<file path="config.mk">
export PLATFORM = sky130hd
export DESIGN_NAME = welcome_menu_ctrl
export DESIGN_NICKNAME = d
export VERILOG_FILES = /design/src/rtl/welcome_menu_ctrl.sv
export SDC_FILE = /design/constraint.sdc
export NUM_CORES = 1
export LEC_CHECK = 0
export CORE_MARGIN = 5
export CORE_UTILIZATION = 36
export DETAILED_ROUTE_END_ITERATION = 10
export GPL_TIMING_DRIVEN = 0
export PLACE_DENSITY = 0.62
export SETUP_SLACK_MARGIN = 0.2
export SKIP_LAST_GASP = 1
export SYNTH_ARGS = -nofsm -noshare
export SYNTH_HDL_FRONTEND = slang
export SYNTH_SLANG_ARGS = --single-unit
export TNS_END_PERCENT = 30
</file>
<file path="constraint.sdc">
create_clock -name clk -period 3.2 [get_ports clk]
set_clock_uncertainty 0.2 [all_clocks]
set_input_delay 0.8 -clock clk [delete_from_list [all_inputs] [get_ports clk]]
set_output_delay 0.8 -clock clk [all_outputs]
set_load 0.01 [all_outputs]
</file>
<file path="src/rtl/welcome_menu_ctrl.sv">
// Welcome-screen menu controller: debounced buttons drive a
// CHOICE1/CHOICE2/ACK/PLAY screen FSM with a cursor-blink phase.
//
// Ports:
//   clk, rst_n            clock, async active-low reset
//   btn_up/down/enter     raw asynchronous buttons (active-high)
//   frame_tick            one-cycle pulse per video frame
//   state[1:0]            00 CHOICE1, 01 CHOICE2, 10 ACK, 11 PLAY
//   start_game            one-cycle pulse on entry to PLAY
//   blink                 cursor-blink phase for the menu renderer

module welcome_menu_ctrl #(
    parameter int DB_CYCLES    = 50000,
    parameter int ACK_FRAMES   = 600,
    parameter int BLINK_FRAMES = 30
) (
    input  logic       clk,
    input  logic       rst_n,
    input  logic       btn_up,
    input  logic       btn_down,
    input  logic       btn_enter,
    input  logic       frame_tick,
    output logic [1:0] state,
    output logic       start_game,
    output logic       blink
);

    localparam int DBW = (DB_CYCLES > 2) ? $clog2(DB_CYCLES) : 1;
    localparam int AKW = (ACK_FRAMES > 2) ? $clog2(ACK_FRAMES) : 1;
    localparam int BLW = (BLINK_FRAMES > 2) ? $clog2(BLINK_FRAMES) : 1;

    localparam logic [DBW-1:0] DB_LAST = DBW'(DB_CYCLES - 1);
    localparam logic [AKW-1:0] AK_LAST = AKW'(ACK_FRAMES - 1);
    localparam logic [BLW-1:0] BL_LAST = BLW'(BLINK_FRAMES - 1);

    localparam logic [1:0] ST_CHOICE1 = 2'b00;
    localparam logic [1:0] ST_CHOICE2 = 2'b01;
    localparam logic [1:0] ST_ACK     = 2'b10;
    localparam logic [1:0] ST_PLAY    = 2'b11;

    // Button vectors: bit 0 up, bit 1 down, bit 2 enter.
    logic [2:0]     w_btn;
    logic [2:0]     r_sync1;
    logic [2:0]     r_sync2;
    logic [2:0]     r_db;
    logic [2:0]     r_db_d;
    logic [2:0]     w_ev;
    logic [DBW-1:0] r_db_cnt [3];

    logic [1:0]     r_state;
    logic [1:0]     w_next;
    logic [AKW-1:0] r_ack_cnt;
    logic [BLW-1:0] r_bl_cnt;
    logic           r_start;
    logic           r_blink;

    logic w_up;
    logic w_dn;
    logic w_ent;
    logic w_ack_done;

    assign w_btn = {btn_enter, btn_down, btn_up};

    always_ff @(posedge clk or negedge rst_n) begin
        if (!rst_n) begin
            r_sync1 <= '0;
            r_sync2 <= '0;
        end else begin
            r_sync1 <= w_btn;
            r_sync2 <= r_sync1;
        end
    end

    // Debounced level flips only after DB_CYCLES consecutive
    // cycles of disagreement with the synchronized level.
    always_ff @(posedge clk or negedge rst_n) begin
        if (!rst_n) begin
            r_db   <= '0;
            r_db_d <= '0;
            for (int k = 0; k < 3; k++) begin
                r_db_cnt[k] <= '0;
            end
        end else begin
            r_db_d <= r_db;
            for (int k = 0; k < 3; k++) begin
                if (r_sync2[k] == r_db[k]) begin
                    r_db_cnt[k] <= '0;
                end else if (r_db_cnt[k] == DB_LAST) begin
                    r_db[k]     <= r_sync2[k];
                    r_db_cnt[k] <= '0;
                end else begin
                    r_db_cnt[k] <= r_db_cnt[k] + DBW'(1);
                end
            end
        end
    end

    // Rising edge of the debounced level only; release is silent.
    assign w_ev  = r_db & ~r_db_d;
    assign w_up  = w_ev[0];
    assign w_dn  = w_ev[1];
    assign w_ent = w_ev[2];

    assign w_ack_done = frame_tick & (r_ack_cnt == AK_LAST);

    always_comb begin
        w_next = r_state;
        case (r_state)
            ST_CHOICE1: begin
                if (w_ent) begin
                    w_next = ST_PLAY;
                end else if (w_dn && !w_up) begin
                    w_next = ST_CHOICE2;
                end
            end
            ST_CHOICE2: begin
                if (w_ent) begin
                    w_next = ST_ACK;
                end else if (w_up && !w_dn) begin
                    w_next = ST_CHOICE1;
                end
            end
            ST_ACK: begin
                if (w_ent || w_ack_done) begin
                    w_next = ST_CHOICE2;
                end
            end
            default: begin
                w_next = ST_PLAY;
            end
        endcase
    end

    always_ff @(posedge clk or negedge rst_n) begin
        if (!rst_n) begin
            r_state <= ST_CHOICE1;
            r_start <= 1'b0;
        end else begin
            r_state <= w_next;
            r_start <= (w_next == ST_PLAY) && (r_state != ST_PLAY);
        end
    end

    // ACK frame counter runs only while ACK persists; any entry
    // into ACK starts from zero.
    always_ff @(posedge clk or negedge rst_n) begin
        if (!rst_n) begin
            r_ack_cnt <= '0;
        end else if (r_state == ST_ACK && w_next == ST_ACK) begin
            if (frame_tick) begin
                r_ack_cnt <= r_ack_cnt + AKW'(1);
            end
        end else begin
            r_ack_cnt <= '0;
        end
    end

    // Blink follows the state being entered: off in ACK/PLAY,
    // restarted visible on entering a menu screen, else free-running.
    always_ff @(posedge clk or negedge rst_n) begin
        if (!rst_n) begin
            r_blink  <= 1'b1;
            r_bl_cnt <= '0;
        end else if (w_next[1]) begin
            r_blink  <= 1'b0;
            r_bl_cnt <= '0;
        end else if (w_next != r_state) begin
            r_blink  <= 1'b1;
            r_bl_cnt <= '0;
        end else if (frame_tick) begin
            if (r_bl_cnt == BL_LAST) begin
                r_blink  <= ~r_blink;
                r_bl_cnt <= '0;
            end else begin
                r_bl_cnt <= r_bl_cnt + BLW'(1);
            end
        end
    end

    assign state      = r_state;
    assign start_game = r_start;
    assign blink      = r_blink;

endmodule

</file>
==> impl_metrics.ini, run 1 <==
[final_layout]
layout_commonest_cell = dfrtp_1
final_cell_mix = 78 x dfrtp_1, 63 x nor2_1, 24 x xor2_1, 24 x xnor2_1, 21 x nand4_1
fillerInstances = 940
drive_above_1_share_pct = 10.6
nets = 394
stdcell_area_sq_um = 4270
diodes = 0
areaGrowthSynthToFinish_pct = 13.7

[status]
status = finished clean

[setup_path]
path_cells = clkdlybuf4s50_1
crit_slowest_cell = dfstp_2
r2r_end = r_db_cnt[29]
cp_max_fo = 5
path_class = reg2out
worst_ep_required_time_ns = 2.20
worstRegToRegCells = 6
crit_path_start = blink
critPathBufInv = 1
rrSetupSlack_ns = 1.20
reg2reg_from = r_db_cnt[16]
arrival_ns = 1.48
critPathMaxStageDelay_ns = 0.58
path_delay_family = flip-flops
cp-start-kind = flip-flop
worst_setup_path_end_kind = primary output

[drt]
via_count = 2618
drc_errors = 0
dr.max_layer_used = met4
wl_met1_um = 3410
wl_met3_um = 133
routedWlPerCell_um = 13.0
vias_per_cell = 5.01
ant_nets = 0
wl_um = 6780
drt_iter0_markers = 69
wl_met2_um = 3100
drtPass1Iterations = 4

[yosys]
syn_inst = 361
syn_avg_cell_area_sq_um = 10.4
syn-cell-area_sq_um = 3760
ys_warn_count = 0
syn_nets = 373
synth-seq-cells = 79
synth-edff-count = 0
synthArstFlopShare_pct = 100
yosys.cell_types.count = 46
seq_area_frac_synth_pct = 52.7
ys.flop_type = dfrtp_1

[timing]
setup_viol = 0
hold_violations = 0
finalCritPeriodShare_pct = 77.3
maxSlewViolCount = 0
fin_ws_ns = 0.725
slew-limit-headroom_pct = 57.6
tightest_slew_ns = 0.630
rsz0062_at_grt = false
max_freq_mhz = 404
min_period_ns = 2.48

[place]
place_area_sq_um = 4030
place_ws_ns = 0.425
dpl.hpwl_um = 4600
gp_congestion = 0.772
io_buffers = 9

[grt]
grt_pass1_vias = 2597
antenna_found_initial = 0
grt_usage_pct = 11.5
grt_overflow = 0
grt_max_degree = 42
grt_pass1_wl_um = 12200

[cts]
numCtsBuffers = 9
path_clk_slew_ns = 0.09
cts_setup_buffers = 0
cts_tree = done
cts_resized = 0
cts.sinks = 79
root_buffer = clkbuf_8
clk_path_buf_depth = 2
clock_latency_ns = 0.34
cts_hold_buf = 0
h-tree-depth = 3

[power]
worst_ir_drop_vdd_mv = 0.263
power_mw = 2.16
p_sw_share_pct = 23.6
p_sw_mw = 0.509
power_leakage_nw = 1.79
p_int_mw = 1.65
p_clk_share_pct = 40.7
p_comb_share_pct = 8.1
seqPwrFrac_pct = 51.2
powerDensity_nw_per_um2 = 506

[floorplan]
initial_utilization_pct = 36.7
die_area_sq_um = 12600
chipWidth_um = 112
rows = 37
io_pins = 10
die_h_um = 112
core_area_sq_um = 10200

[job]
drv_cap = 0

[worst_hold_path]
min_path_cells = 0
min_path_type = reg2reg
worstHoldStart = r_sync1[1]
hold_end = r_sync2[1]
-- through the flow --
step | hold WS [ns] | util (%) | std cells | setup TNS [ns]
2_1_floorplan | 0.131 | - | 361 | 0
3_3_place_gp | 0.133 | 39.3 | 506 | -130.21
3_5_place_dp | 0.136 | 39.4 | 507 | 0
4_1_cts | 0.158 | 41.7 | 523 | 0
5_1_grt | 0.174 | 41.7 | 523 | 0
6_report | 0.152 | 41.7 | 523 | 0
-- area by class of cell --
cell class | instances | area, sq um | area share [%]
buffer | 9 | 40.0 | 0.938
inverter | 4 | 15.0 | 0.352
clock inverter | 6 | 109 | 2.55
tap | 136 | 170 | 3.98
clock buffer | 10 | 128 | 2.99
timing repair buffer | 10 | 108 | 2.52
multi-input combinational | 269 | 1720 | 40.3
sequential | 79 | 1980 | 46.3
-- worst max-delay path by stage --
stage                             end  cells after the start
final                           blink                      1
after global routing            blink                      1
after CTS                       blink                      1
after detailed placement        blink                      5
after global placement    r_bl_cnt[4]                      1
after floorplan                 blink                      4
-- layer usage --
metal	track usage, %	vias to the layer above
met1	15.7	1267
met5	0	-
li1	-	1322
met4	5.29	0
met2	17.9	20
met3	2.05	9
-- cell families after synthesis --
logic type	after synthesis	share of synthesized area, %
AO/OA/AOI/OAI	31	5.30
XOR/XNOR	48	11.2
adder cells (fa/ha/maj)	6	2.00
buffers and inverters	13	1.47
flip-flops	79	52.7
multiplexers	6	1.70
AND/OR/NAND/NOR	178	25.7
-- sequential cells by signal, summed over array words and instances (netlist names) --
name,cells
r_db_cnt,48
start_game,1
r_ack_cnt,10
r_db_d,3
r_sync1,3
r_bl_cnt,5
blink,1
r_sync2,3
r_db,3
state,2
-- synthesized netlist by cell type, types with 4 or more instances --
cell	instances	share of area, %
dfrtp_1	78	52
nor2_1	63	6.3
xnor2_1	24	5.6
xor2_1	24	5.6
nand4_1	21	3.5
nand2_1	20	2.0
nand3_1	16	2.1
nor3_1	11	1.5
a21oi_1	10	1.3
and3_1	9	1.5
o21ai_0	8	1.1
ha_1	6	2.0
buf_2	5	0.67
inv_1	4	0.40
nand3_2	4	1.1
nor4bb_1	4	1.1
-- power by group through the flow --
stage,logic [mW],clock network [mW],registers (mW)
finish,0.175,0.879,1.11
detailed placement,0.178,0,1.12
floorplan,0.113,0,1.11
global route,0.208,0.955,1.11
CTS,0.179,0.908,1.10
global placement,0.169,0,1.12
(Power assumes the default switching activity.)
==> run 2: changes to the inputs <==
Settings changed: PLACE_DENSITY 0.62 to 0.64.
Clock period 3.2 ns to 2.2 ns, I/O delays scaled along.
==> run 2 against run 1 <==
Hold slack barely moved. Register-to-register slack worse by 0.87 ns. Clock power rose by 46%. First-iteration DRC count grew 84%. Non-clock buffer count increased by 5. Routed wire length is essentially flat. Sequential share of layout area decreased by 0.83 points. Global-route usage rose by 0.17 points. Flip-flop and latch count is the same. Final area is 1.8% higher. Largest power group unchanged.
==> impl_metrics.ini, run 2 (synthesis gave the netlist of run 1 again) <==
[status]
status = finished clean

[grt]
antenna_found_initial = 0
grt_pass1_vias = 2758
grt_overflow = 0
grt_usage_pct = 11.7
grt_pass1_wl_um = 12200
grt_max_degree = 53

[drt]
wl_um = 6780
drc_errors = 0
ant_nets = 0
vias_per_cell = 4.98
routedWlPerCell_um = 12.8
drtPass1Iterations = 4
drt_iter0_markers = 127
via_count = 2631

[cts]
h-tree-depth = 3
root_buffer = clkbuf_8
clk_path_buf_depth = 2
numCtsBuffers = 9
path_clk_slew_ns = 0.08
cts_tree = done
cts.sinks = 79
clock_latency_ns = 0.35

[timing]
min_period_ns = 1.98
finalCritPeriodShare_pct = 90.0
tightest_slew_ns = 0.566
setup_viol = 0
max_freq_mhz = 505
slew-limit-headroom_pct = 61.9
hold_violations = 0
fin_ws_ns = 0.219
rsz0062_at_grt = true
setup_tns_ns = 0
maxSlewViolCount = 0

[worst_hold_path]
hold_end = r_sync2[1]
min_path_cells = 0
min_path_type = reg2reg
worstHoldStart = r_sync1[1]

[final_layout]
layout_commonest_cell = dfrtp_1
largest_register_ffs = 48
areaGrowthSynthToFinish_pct = 15.8
nets = 399
reg_top3 = r_db_cnt x48, r_ack_cnt x10, r_bl_cnt x5
top_register = r_db_cnt
diodes = 0
final_cell_mix = 78 x dfrtp_1, 63 x nor2_1, 24 x xor2_1, 24 x xnor2_1, 21 x nand4_1
drive_above_1_share_pct = 13.0

[setup_path]
arrival_ns = 1.23
cp-start-kind = flip-flop
worst_ep_required_time_ns = 1.45
crit_slowest_cell = clkdlybuf4s50_1
cp_max_fo = 2
r2r_end = r_db_cnt[10]
worst_setup_path_end_kind = primary output
critPathBufInv = 1
rrSetupSlack_ns = 0.33
path_class = reg2out
reg2reg_from = r_db_cnt[0]
worstRegToRegCells = 6
path_delay_family = buffers and inverters
path_cells = clkdlybuf4s50_1
critPathMaxStageDelay_ns = 0.54

[job]
drv_cap = 0

[floorplan]
die_area_sq_um = 12600
die_h_um = 112
chipWidth_um = 112
io_pins = 10
core_area_sq_um = 10200
initial_utilization_pct = 36.7
rows = 37

[place]
place_ws_ns = -0.316
dpl.hpwl_um = 4620
gp_congestion = 0.816
io_buffers = 9

[power]
worst_ir_drop_vdd_mv = 0.486
powerDensity_nw_per_um2 = 726
power_leakage_nw = 1.82
run 2: cell count changes in the layout (fill, tap and decap cells not counted), sizes merged:
cell and change:
buf +2, bufinv -1, clkbuf +6, clkdlybuf4s50 -2, clkinv -3, dlygate4sd2 +2, dlygate4sd3 +1
run 2: what timing repair did:
action	in CTS	in global routing
hold endpoints to repair	27	0
resized for setup	4	6
pin swaps	0	1
setup endpoints to repair	24	36
hold buffers	1	0
setup buffers	0	4
run 2: worst max-delay path by stage:
| stage | to | cells past startpoint | start |
|---|---|---|---|
| after floorplan | blink | 4 | frame_tick |
| after global placement | r_bl_cnt[4] | 1 | rst_n |
| after detailed placement | blink | 5 | frame_tick |
| after CTS | r_db_cnt[28] | 6 | r_db_cnt[16] |
| after global routing | state[1] | 1 | state[1] |
| final | state[1] | 1 | state[1] |
run 2: report_power, final:
group / internal [mW] / leakage [nW] / switching [mW] / total [mW]
clock: 0.765 / 0.123 / 0.517 / 1.28
sequential: 1.53 / 1.07 / 0.0762 / 1.61
combinational: 0.125 / 0.626 / 0.145 / 0.270
total: 2.42 / 1.82 / 0.738 / 3.16
run 2: final cells by class:
cell class	count	area, sq um
multi-input cells	269	1740
inverters	4	15.0
clock buffers	14	183
fillers	951	5880
clock inverters	2	60.1
repair buffers	15	153
plain buffers	9	45.0
well taps	136	170
flip-flops and latches	79	1980
run 2: routing by layer:
| metal | global-route usage [%] | vias up | wire, um |
|---|---|---|---|
| met5 | 0 | - | 0 |
| met4 | 6.41 | 0 | 140 |
| met3 | 1.89 | 11 | 119 |
| met2 | 19.4 | 19 | 3230 |
| met1 | 14.5 | 1277 | 3290 |
| li1 | - | 1324 | - |
run 2: metrics by stage:
step | instances | total power [mW] | hold WS (ns) | cell area [sq um] | util [%]
2_1_floorplan | 361 | 1.78 | 0.0544 | 3760 | -
3_3_place_gp | 506 | 1.87 | 0.134 | 4020 | 39.3
3_5_place_dp | 507 | 1.90 | 0.135 | 4040 | 39.5
4_1_cts | 524 | 3.19 | 0.153 | 4300 | 42.0
5_1_grt | 528 | 3.30 | 0.161 | 4350 | 42.5
6_report | 528 | 3.16 | 0.152 | 4350 | 42.5
==> run 3: changes to the inputs <==
Settings changed: CORE_MARGIN 5 to unset, CTS_BUF_LIST set to sky130_fd_sc_hd__clkbuf_8.
==> run 3 against run 2 <==
Sequential power about the same. Final area down 2.1%. Core utilization rose by 0.28 points. Flip-flop and latch count stayed put. Clock power down 18%. Register-to-register slack got worse by 0.08 ns. Non-clock buffer count decreased by 4. Critical endpoint is now state[0]. Largest cell class unchanged. Highest routed layer unchanged.
==> impl_metrics.ini, run 3 (synthesis gave the netlist of run 1 again) <==
[drt]
routedWlPerCell_um = 12.6
vias_per_cell = 5.09
via_count = 2653
wl_um = 6560
drtPass1Iterations = 4
ant_nets = 0
drc_errors = 0
drt_iter0_markers = 81

[cts]
path_clk_slew_ns = 0.08
h-tree-depth = 3
root_buffer = clkbuf_8
cts.sinks = 79
cts_setup_buffers = 0
clock_latency_ns = 0.34
numCtsBuffers = 9
clk_path_buf_depth = 2
cts_tree = done

[grt]
grt_pass1_wl_um = 12000
grt_overflow = 0
grt_usage_pct = 13.5
grt_max_degree = 41
antenna_found_initial = 0
grt_pass1_vias = 2644

[timing]
max_freq_mhz = 501
finalCritPeriodShare_pct = 90.7
maxSlewViolCount = 0
fin_hold_ws_ns = 0.153
tightest_slew_ns = 0.660
rsz0062_at_grt = true
fin_ws_ns = 0.205
slew-limit-headroom_pct = 55.5
hold_violations = 0
setup_viol = 0
min_period_ns = 1.99

[worst_hold_path]
min_path_type = reg2reg

[final_layout]
final_util_pct = 42.8
reg_top3 = r_db_cnt x48, r_ack_cnt x10, r_bl_cnt x5
layout_commonest_cell = dfrtp_1
final_cell_mix = 78 x dfrtp_1, 63 x nor2_1, 24 x xor2_1, 24 x xnor2_1, 21 x nand4_1
nets = 395
multi_input_area_sq_um = 1740
top_register = r_db_cnt
diodes = 0
seq_area_sq_um = 1980
drive_above_1_share_pct = 11.6
fillerInstances = 924
areaGrowthSynthToFinish_pct = 13.4
largest_register_ffs = 48
stdcell_area_sq_um = 4260

[floorplan]
die_area_sq_um = 10800
chipWidth_um = 104
rows = 36
core_area_sq_um = 9950
io_pins = 10
initial_utilization_pct = 37.7
die_h_um = 104

[setup_path]
path_class = reg2out
worst_setup_path_end_kind = primary output
cp_max_fo = 2
worst_ep_required_time_ns = 1.45
arrival_ns = 1.24
path_delay_family = buffers and inverters
path_cells = clkdlybuf4s50_1
crit_slowest_cell = clkdlybuf4s50_1
critPathBufInv = 1
critPathMaxStageDelay_ns = 0.55
cp-start-kind = flip-flop

[power]
power_leakage_nw = 1.79
worst_ir_drop_vdd_mv = 0.242
powerDensity_nw_per_um2 = 685

[place]
place_area_sq_um = 4030
io_buffers = 9
gp_congestion = 0.781
place_ws_ns = -0.255
dpl.hpwl_um = 4510

[job]
drv_cap = 0

[status]
status = finished clean
-- run 3: cell types whose count changed in the layout (fill, tap and decap cells not counted), sizes merged --
cell	change
inv	+2
bufinv	-1
clkinvlp	+1
dlymetal6s2s	+1
clkinv	+2
clkbuf	-5
dlygate4sd2	-1
buf	-3
-- run 3: through the flow --
stage	setup TNS (ns)	cells	total power [mW]
final	0	521	2.92
after global routing	0	521	3.06
after CTS	0	521	2.95
after detailed placement	-2.92	504	1.89
after global placement	-189.02	503	1.88
after floorplan	0	361	1.78
-- run 3: final timing paths --
check | cells after the start | slack [ns] | from | end
min in group asynchronous | 2 | 0.52 | rst_n | r_db_cnt[12]
worst min register to register | 0 | 0.15 | r_sync1[1] | r_sync2[1]
worst max-delay path | 1 | 0.21 | state[0] | state[0]
worst min-delay path | 0 | 0.15 | r_sync1[1] | r_sync2[1]
worst max register to register | 6 | 0.25 | r_db_cnt[32] | r_db_cnt[37]
max in group asynchronous | 3 | 0.69 | rst_n | r_db_cnt[16]
-- run 3: where the power goes --
group          internal, mW  leakage, nW  switching (mW)
clock network         0.544        0.105           0.510
registers              1.53         1.07          0.0721
logic                 0.117        0.612           0.142
-- run 3: layer usage --
| metal | wire, um | share of wire [%] | track usage [%] | vias up |
|---|---|---|---|---|
| li1 | - | - | - | 1316 |
| met1 | 3270 | 50 | 18.1 | 1299 |
| met2 | 3030 | 46 | 21.3 | 27 |
| met3 | 140 | 2.1 | 2.63 | 11 |
| met4 | 121 | 1.8 | 5.92 | 0 |
| met5 | 0 | 0 | 0 | - |
-- run 3: final cells by class --
cell class,count,area share (%)
clock buffers,10,3.23
flip-flops and latches,79,46.5
inverters,4,0.353
repair buffers,11,2.79
well taps,133,3.91
multi-input cells,269,40.9
clock inverters,6,1.29
plain buffers,9,1.03
-- run 3: worst register-to-register path, stage by stage, from the launching register on --
cell and delay, ns:
dfrtp_1 0.39, ha_1 0.23, and3_1 0.27, nand4_1 0.19
nand2_1 0.22, buf_2 0.26, nor2_1 0.08
-- run 3: repair_timing --
item,CTS,global route
gates resized for setup,4,4
endpoints found under the hold margin,4,0
hold buffers,1,0
setup endpoints to repair,24,36
